===== src/rtl/cursor_gen.sv =====
// Text-mode cursor generator: per-frame config shadow, blink-rate frame counter and a
// fixed-latency compare pipeline aligned to the attribute/font fetch.
module cursor_gen #(
  parameter int unsigned ADDR_W       = 11,
  parameter int unsigned ROW_W        = 4,
  parameter int unsigned BLINK_FRAMES = 16,
  parameter int unsigned PIPE_DELAY   = 2
) (
  input  logic              clk,
  input  logic              rst_n,
  input  logic              frame_start,
  input  logic              char_load,
  input  logic [ADDR_W-1:0] vram_address,
  input  logic [ROW_W-1:0]  scanline,
  input  logic [ADDR_W-1:0] cfg_match_address,
  input  logic [1:0]        cfg_mode,
  input  logic [ROW_W-1:0]  cfg_start_scanline,
  input  logic [ROW_W-1:0]  cfg_end_scanline,
  output logic              cursor_valid,
  output logic              cursor_active,
  output logic              blink_state
);

  localparam int unsigned CntW = $clog2(BLINK_FRAMES);
  localparam logic [CntW-1:0] SlowLast = CntW'(BLINK_FRAMES - 1);
  localparam logic [CntW-1:0] FastLast = CntW'(BLINK_FRAMES / 2 - 1);

  typedef enum logic [1:0] {
    ModeOff    = 2'b00,
    ModeSteady = 2'b01,
    ModeSlow   = 2'b10,
    ModeFast   = 2'b11
  } mode_e;

  logic [ADDR_W-1:0]     match_q, match_d;
  mode_e                 mode_q, mode_d;
  logic [ROW_W-1:0]      start_q, start_d;
  logic [ROW_W-1:0]      end_q, end_d;
  logic [CntW-1:0]       cnt_q, cnt_d;
  logic                  blink_q, blink_d;
  logic [CntW-1:0]       blink_last;
  logic                  win_hit;
  logic                  hit;
  logic [PIPE_DELAY-1:0] valid_q, valid_d;
  logic [PIPE_DELAY-1:0] hit_q, hit_d;

  assign blink_last = (mode_q == ModeFast) ? FastLast : SlowLast;

  // Shadow capture and blink counter both act only on frame_start, using pre-edge shadow mode.
  always_comb begin
    match_d = match_q;
    mode_d  = mode_q;
    start_d = start_q;
    end_d   = end_q;
    cnt_d   = cnt_q;
    blink_d = blink_q;
    if (frame_start) begin
      match_d = cfg_match_address;
      mode_d  = mode_e'(cfg_mode);
      start_d = cfg_start_scanline;
      end_d   = cfg_end_scanline;
      case (mode_q)
        ModeSlow, ModeFast: begin
          // >= so a slow->fast switch with a large count rolls over on the next frame.
          if (cnt_q >= blink_last) begin
            cnt_d   = '0;
            blink_d = ~blink_q;
          end else begin
            cnt_d = cnt_q + 1'b1;
          end
        end
        default: begin
          cnt_d   = '0;
          blink_d = 1'b1;
        end
      endcase
    end
  end

  always_comb begin
    if (start_q <= end_q) begin
      win_hit = (scanline >= start_q) && (scanline <= end_q);
    end else begin
      win_hit = (scanline >= start_q) || (scanline <= end_q);
    end
    hit = char_load && (vram_address == match_q) && win_hit && (mode_q != ModeOff) &&
          ((mode_q == ModeSteady) || blink_q);
  end

  always_comb begin
    valid_d    = '0;
    hit_d      = '0;
    valid_d[0] = char_load;
    hit_d[0]   = hit;
    for (int i = 1; i < int'(PIPE_DELAY); i++) begin
      valid_d[i] = valid_q[i-1];
      hit_d[i]   = hit_q[i-1];
    end
  end

  always_ff @(posedge clk or negedge rst_n) begin
    if (!rst_n) begin
      match_q <= '0;
      mode_q  <= ModeOff;
      start_q <= '0;
      end_q   <= '1;
      cnt_q   <= '0;
      blink_q <= 1'b1;
      valid_q <= '0;
      hit_q   <= '0;
    end else begin
      match_q <= match_d;
      mode_q  <= mode_d;
      start_q <= start_d;
      end_q   <= end_d;
      cnt_q   <= cnt_d;
      blink_q <= blink_d;
      valid_q <= valid_d;
      hit_q   <= hit_d;
    end
  end

  assign cursor_valid  = valid_q[PIPE_DELAY-1];
  assign cursor_active = valid_q[PIPE_DELAY-1] & hit_q[PIPE_DELAY-1];
  assign blink_state   = blink_q;

endmodule


===== config.mk =====
export PLATFORM = sky130hd
export DESIGN_NAME = cursor_gen
export DESIGN_NICKNAME = d
export VERILOG_FILES = /design/src/rtl/cursor_gen.sv
export SDC_FILE = /design/constraint.sdc
export NUM_CORES = 1
export LEC_CHECK = 0
export ABC_AREA = 1
export CAP_MARGIN = 15
export CORE_AREA = 5 5 64 66
export CTS_CLUSTER_SIZE = 40
export DETAILED_ROUTE_END_ITERATION = 7
export DIE_AREA = 0 0 69 71
export GPL_ROUTABILITY_DRIVEN = 0
export HOLD_SLACK_MARGIN = 0.02
export PLACE_DENSITY = 0.81
export REMOVE_ABC_BUFFERS = 1
export SETUP_SLACK_MARGIN = 0.05
export SLEW_MARGIN = 5
export SYNTH_ARGS = -nofsm -noshare
export SYNTH_HDL_FRONTEND = slang
export SYNTH_SLANG_ARGS = --single-unit

===== constraint.sdc =====
create_clock -name clk -period 2.2 [get_ports clk]
set_input_delay 0.22 -clock clk [delete_from_list [all_inputs] [get_ports clk]]
set_output_delay 0.22 -clock clk [all_outputs]
set_load 0.005 [all_outputs]

==> out/summary.log, run 1 <==
[route] remaining antenna violation count 0
[clock_tree] clock root cell clkbuf_4
[timing] maximum frequency from static timing analysis 621.2 MHz
[cells_and_area] area added between synthesis and finish 31.82%
[cells_and_area] Filler Cell Count 331
[timing] Slew Viols, Final 0
[synthesis] synthesized area 1707 µm²
[synthesis] count of different cell masters after synthesis 20
[power_and_ir_drop] Leak Pwr 0.001193 µW
[synthesis] post-synth top area share 0.3666
[worst_setup_path] slowest stage cell, crit path dfstp_2
[floorplanning] y dimension of the die 71 µm
[route] number of detailed-route iterations in the first pass 4
[global_routing] pin count of the biggest net entering global routing 31
[floorplanning] Die X 69 µm
[route] iteration-0 DRC count of the detailed router 62
[clock_tree] latest clock arrival within the worst-skew pair 330 ps
[clock_tree] clock slew seen by the registers of the worst setup and hold paths 100 ps
[worst_setup_path] Critical R2R Capture hit_q[0]$_DFF_PN0_
[worst_setup_path] delay-heaviest family, CP flip-flops
[cells_and_area] Final #Nets 330
[clock_tree] maximum level of the CTS H-tree 2
[clock_tree] buffers inserted during post-CTS setup optimization 0
[floorplanning] die area 4899 µm²
[cells_and_area] share of post-route cells with drive strength above 1 0.06859
[synthesis] Syn Inst Count 229
[timing] setup repair after global routing missed its margin false
[route] final wirelength 3.476 mm
[clock_tree] total of hold buffers inserted after clock tree synthesis 0
[route] Wirelength per Cell 10.70 µm
[synthesis] top post-synthesis cells by area dfrtp_1 37%, nand2_1 18%, ha_1 10%
[worst_setup_path] startpoint kind of the worst setup timing path register
[power_and_ir_drop] Cell Pwr Density 569.9 nW/µm²
[power_and_ir_drop] Max rail drop VDD 0.3524 mV
[synthesis] cell type with the highest aggregate area in the netlist dfrtp_1
[floorplanning] starting density of the core 0.4844
[timing] final-report setup violation count 0
[clock_tree] TritonCTS Buffers 5
[worst_setup_path] startpoint of the worst register-to-register path end_q[1]$_DFFE_PN1P_
[floorplanning] number of I/O pins 43
[synthesis] Avg Cell Area, Syn 7.453 µm²
[worst_setup_path] worst-path maximum fanout 3
[worst_hold_path] type of the tightest min-delay check in2async
[worst_setup_path] count of cells along the worst register-to-register path 9
[synthesis] flops & latches, synth 30
[power_and_ir_drop] Power Total 1282 µW
[timing] headroom to the max-slew limit 0.6845
[outcome] outcome completed
[clock_tree] total of cells resized after clock tree synthesis 0
[cells_and_area] multi-input gate area in the final layout 760.7 µm²
[timing] Final Hold Vio Count 0
[route] Remaining DRCs 0
[timing] final setup skew 6.570 ps
[timing] actual transition at the worst max-transition pin 471.8 ps
[timing] Post-Route Setup TNS 0 ps
[global_routing] number of antenna violations at the first check in global routing 0
[placement] HPWL Detailed 2.785 mm
[cells_and_area] register area 757.0 µm²
[worst_setup_path] Crit path largest cell delay 560 ps
[worst_setup_path] CP arrival 1390 ps
[global_routing] wire length of the first global-routing pass 6.223 mm
[worst_setup_path] flop2flop setup slack 750 ps
[clock_tree] CTS tree built
[placement] Port Buffers 42
[global_routing] overflow left after global routing 0
[worst_setup_path] worst path buffer plus inverter count 1
[run] number of maximum-capacitance violations 0
[global_routing] GRT Util Overall 0.1578
[worst_setup_path] kind of end point of the critical path primary output
[worst_setup_path] classification of the worst setup path reg2out
[clock_tree] TritonCTS sink count 30
[timing] share of the clock period used by the worst path 0.7318
[cells_and_area] number of antenna cells inserted 0
[floorplanning] std cell rows 22
[worst_setup_path] series of cell instances along the critical path clkdlybuf4s50_1
[global_routing] via count of the first global-routing pass 1,479
[timing] final critical delay including setup and external delays 1610 ps
[worst_setup_path] critical path data required time 1980 ps
[floorplanning] total core area 3523 µm²
[clock_tree] Clock Tree Buf Depth 2
[route] overall via count from detail_route 1,464
[synthesis] synthesis warning total 0
[route] via count normalized by instance count 4.505
[synthesis] Seq/Total Area, Yosys 0.4435
[synth_stat cells]
cell	n
nand2_1	80
inv_1	43
dfrtp_1	25
o21ai_0	20
ha_1	14
nor2_1	13
a21oi_1	6
dfstp_2	5
buf_2	4
nand3_1	4
o21ai_1	4
nor2_2	2
xor2_1	2
a21boi_1	1
clkbuf_1	1
inv_2	1
nand3b_1	1
nand4_1	1
o211ai_1	1
o21bai_1	1
[cell type report]
cell class / count / area share
clock buffer: 6 / 0.02280
clock inverter: 2 / 0.005562
inverter: 44 / 0.07341
multi-input combinational: 150 / 0.3382
sequential: 30 / 0.3365
tap: 48 / 0.02670
timing repair buffer: 45 / 0.1969
[flip-flops by register name (all words and copies together) (netlist names)]
| signal | count |
|---|---|
| match_q | 11 |
| cnt_q | 4 |
| end_q | 4 |
| start_q | 4 |
| hit_q | 2 |
| mode_q | 2 |
| valid_q | 2 |
| blink_state | 1 |
[through the flow]
stage                     hold slack (ps)    util  instances  instance area, µm²  worst slack, ps
final                               255.2  0.6385        325                2250            590.1
after global routing                289.5  0.6385        325                2250            549.1
after CTS                           259.2  0.6385        325                2250            568.3
after detailed placement            347.0  0.6204        317                2186            558.2
after global placement              331.9  0.6204        317                2186            565.0
after floorplan                    -75.59       -        224                1683            852.0
[placed cells by master (no fill, tap or decap), drive strengths merged]
master and instances:
a21oi 6, nor2 15, o21bai 1, clkdlybuf4s50 42, xor2 2, o21ai 24
a21boi 1, inv 44, o211ai 1, nand3b 1, ha 14, dfstp 5
buf 3, dfrtp 25, nand2 80, clkinvlp 1, nand4 1, clkbuf 6
nand3 4, clkinv 1
[cell families (layout without fill, tap and decap cells)]
group           after synthesis  in the layout  synth area share
simple gates                101            101            0.2317
buf+inv                      49             97            0.1107
compound gates               33             33            0.1012
flops                        30             30            0.4436
fa+ha+maj                    14             14            0.1026
xor+xnor                      2              2           0.01027
[worst max-delay path by stage]
stage / end / cells past startpoint / startpoint / slack, ps
3_3_place_gp: hit_q[0]$_DFF_PN0_ / 8 / scanline[3] / 560
3_5_place_dp: hit_q[0]$_DFF_PN0_ / 8 / scanline[3] / 560
2_1_floorplan: hit_q[0]$_DFF_PN0_ / 9 / end_q[3]$_DFFE_PN1P_ / 850
5_1_grt: blink_state / 1 / blink_state$_DFFE_PN1P_ / 550
6_report: blink_state / 1 / blink_state$_DFFE_PN1P_ / 590
4_1_cts: blink_state / 1 / blink_state$_DFFE_PN1P_ / 570
[layer usage]
layer / track usage / share of wire / vias to the layer above
met4: 0.05857 / 0.016 / 0
met5: 0 / 0 / -
met1: 0.1866 / 0.46 / 630
met3: 0.04830 / 0.050 / 8
met2: 0.2701 / 0.48 / 34
li1: - / - / 792
[where the power goes]
part / internal, µW / switching, µW
clock network: 153 / 193
logic: 151 / 151
registers: 605 / 28.6
total: 910 / 372
Note: power is estimated with default switching activity, not from simulation.
==> run 2: changes to the inputs <==
--- a/config.mk
+++ b/config.mk
@@ -7,13 +7,13 @@
 export LEC_CHECK = 0
 export ABC_AREA = 1
 export CAP_MARGIN = 15
-export CORE_AREA = 5 5 64 66
+export CORE_AREA = 5 5 66 68
 export CTS_CLUSTER_SIZE = 40
 export DETAILED_ROUTE_END_ITERATION = 7
-export DIE_AREA = 0 0 69 71
+export DIE_AREA = 0 0 71 73
 export GPL_ROUTABILITY_DRIVEN = 0
 export HOLD_SLACK_MARGIN = 0.02
-export PLACE_DENSITY = 0.81
+export PLACE_DENSITY = 0.76
 export REMOVE_ABC_BUFFERS = 1
 export SETUP_SLACK_MARGIN = 0.05
 export SLEW_MARGIN = 5
==> constraint.sdc (replaced) <==
create_clock -name clk -period 1.7 [get_ports clk]
set_input_delay 0.17 -clock clk [delete_from_list [all_inputs] [get_ports clk]]
set_output_delay 0.17 -clock clk [all_outputs]
set_load 0.005 [all_outputs]
==> run 2 against run 1 <==
Net effect:
- combinational power up 29%
- worst hold slack improved by 28 ps
- sequential share of layout area shrank 0.61 points
- sequential power up 29%
- utilization is 3.5 points lower
- register-to-register slack got worse by 510 ps
- first-iteration DRC count shrank 27%
- worst setup slack worse by 370 ps
- cell count up 0.92%
- critical endpoint unchanged
- via count down 1.0%
==> out/summary.log, run 2 (synthesized netlist as in run 1, its figures left out) <==
[cells_and_area] Filler Cell Count 352
[worst_setup_path] startpoint of the worst register-to-register path end_q[1]$_DFFE_PN1P_
[placement] HPWL Detailed 2.694 mm
[route] number of detailed-route iterations in the first pass 4
[cells_and_area] most frequent standard cell in the layout excluding fill and tap cells nand2_1
[clock_tree] latest clock arrival within the worst-skew pair 280 ps
[worst_hold_path] type of the tightest min-delay check in2async
[power_and_ir_drop] Cell Pwr Density 785.1 nW/µm²
[route] overall via count from detail_route 1,449
[global_routing] via count of the first global-routing pass 1,345
[worst_setup_path] critical path data required time 1530 ps
[clock_tree] clock slew seen by the registers of the worst setup and hold paths 70 ps
[global_routing] overflow left after global routing 0
[route] Wirelength per Cell 10.25 µm
[timing] Slew Viols, Final 0
[floorplanning] y dimension of the die 73 µm
[cells_and_area] Final #Nets 331
[timing] maximum frequency from static timing analysis 673.5 MHz
[route] final wirelength 3.361 mm
[timing] Post-Route Setup TNS 0 ps
[placement] pre-CTS setup slack 152.6 ps
[cells_and_area] number of flip-flops in the largest register 11
[timing] final setup skew 6.148 ps
[clock_tree] total of cells resized after clock tree synthesis 0
[timing] final critical delay including setup and external delays 1485 ps
[worst_setup_path] classification of the worst setup path reg2out
[worst_setup_path] kind of end point of the critical path primary output
[timing] final setup margin 215.2 ps
[clock_tree] TritonCTS sink count 30
[timing] setup repair after global routing missed its margin false
[power_and_ir_drop] fraction of power spent switching nets 0.2739
[worst_setup_path] worst path buffer plus inverter count 1
[timing] Final Hold Vio Count 0
[worst_setup_path] flop2flop setup slack 240 ps
[timing] actual transition at the worst max-transition pin 382.3 ps
[worst_setup_path] worst-path maximum fanout 3
[timing] share of the clock period used by the worst path 0.8734
[floorplanning] total core area 3799 µm²
[clock_tree] total of hold buffers inserted after clock tree synthesis 0
[power_and_ir_drop] sequential share of power 0.456
[floorplanning] std cell rows 23
[cells_and_area] area added between synthesis and finish 34.24%
[worst_setup_path] series of cell instances along the critical path clkdlybuf4s50_1
[placement] Port Buffers 42
[power_and_ir_drop] Leak Pwr 0.001211 µW
[clock_tree] maximum level of the CTS H-tree 2
[global_routing] pin count of the biggest net entering global routing 31
[clock_tree] buffers inserted during post-CTS setup optimization 0
[worst_setup_path] delay-heaviest family, CP flip-flops
[worst_setup_path] Crit path largest cell delay 540 ps
[power_and_ir_drop] share of total power in combinational logic 0.216
[run] number of maximum-capacitance violations 0
[cells_and_area] highest-count cells in the layout ignoring fill and taps 80 x nand2_1, 43 x inv_1, 42 x clkdlybuf4s50_1
[floorplanning] Die X 71 µm
[timing] headroom to the max-slew limit 0.7443
[route] Remaining DRCs 0
[worst_setup_path] startpoint kind of the worst setup timing path register
[route] iteration-0 DRC count of the detailed router 45
[clock_tree] CTS tree built
[power_and_ir_drop] Max rail drop VDD 0.5646 mV
[worst_setup_path] slowest stage cell, crit path dfstp_2
[route] via count normalized by instance count 4.418
[clock_tree] Clock Tree Buf Depth 2
[outcome] outcome completed
[worst_setup_path] CP arrival 1310 ps
[worst_setup_path] count of cells along the worst register-to-register path 8
[global_routing] number of antenna violations at the first check in global routing 0
[power_and_ir_drop] switching power of the nets 492.6 µW
[worst_setup_path] Critical R2R Capture hit_q[0]$_DFF_PN0_
[floorplanning] starting density of the core 0.4493
[floorplanning] die area 5183 µm²
[power_and_ir_drop] Int Power 1306 µW
[power_and_ir_drop] Power Total 1799 µW
[cells_and_area] register containing the most flip-flops in the final layout match_q
[route] remaining antenna violation count 0
[cells_and_area] Final Core Density 0.6031
[clock_tree] clock root cell clkbuf_8
[global_routing] GRT Util Overall 0.1381
[global_routing] wire length of the first global-routing pass 5.664 mm
[timing] final-report setup violation count 0
[clock_tree] TritonCTS Buffers 5
[cells_and_area] number of antenna cells inserted 0
[power_and_ir_drop] relative contribution of the clock network to total power 0.328
[floorplanning] number of I/O pins 43
[cells_and_area] share of post-route cells with drive strength above 1 0.07194
run 2: power by group through the flow:
| stage | clock (µW) | sequential (µW) | combinational [µW] |
|---|---|---|---|
| 2_1_floorplan | 0 | 824 | 210 |
| 3_3_place_gp | 0 | 830 | 383 |
| 3_5_place_dp | 0 | 833 | 392 |
| 4_1_cts | 610 | 820 | 395 |
| 5_1_grt | 639 | 826 | 453 |
| 6_report | 591 | 819 | 389 |
run 2: through the flow:
stage / area [µm²] / instances / hold slack (ps)
after global routing: 2291 / 328 / 319.8
after CTS: 2291 / 328 / 287.9
after detailed placement: 2196 / 320 / 334.7
after floorplan: 1683 / 224 / -125.6
final: 2291 / 328 / 283.4
after global placement: 2196 / 320 / 334.5
run 2: worst max path at each step:
stage | startpoint | to | depth (start not counted)
floorplan | end_q[3]$_DFFE_PN1P_ | hit_q[0]$_DFF_PN0_ | 9
global placement | scanline[0] | hit_q[0]$_DFF_PN0_ | 8
detailed placement | scanline[3] | hit_q[0]$_DFF_PN0_ | 7
CTS | blink_state$_DFFE_PN1P_ | blink_state | 1
global route | end_q[1]$_DFFE_PN1P_ | hit_q[0]$_DFF_PN0_ | 8
finish | blink_state$_DFFE_PN1P_ | blink_state | 1
run 2: final cells by class:
class	count	area [µm²]	area share
Timing Repair Buffer	46	450.4	0.1966
Inverter	44	165.2	0.07209
Multi-Input combinational cell	150	760.7	0.3321
Tap cell	50	62.56	0.02731
Sequential cell	30	757.0	0.3304
Clock buffer	6	82.58	0.03605
Clock inverter	2	12.51	0.005461
run 2: per-layer routing:
layer	routed length (µm)	vias to the layer above	track usage
met1	1512	623	0.1755
li1	-	795	-
met4	34	0	0.03758
met5	0	-	0
met2	1658	25	0.2235
met3	156	6	0.04959
==> run 3: changes to the inputs <==
--- a/config.mk
+++ b/config.mk
@@ -16,6 +16,7 @@
 export PLACE_DENSITY = 0.76
 export REMOVE_ABC_BUFFERS = 1
 export SETUP_SLACK_MARGIN = 0.05
+export SKIP_LAST_GASP = 1
 export SLEW_MARGIN = 5
 export SYNTH_ARGS = -nofsm -noshare
 export SYNTH_HDL_FRONTEND = slang
==> results of run 3 <==
The final DEF is identical to that of run 2; final timing and power are the same.
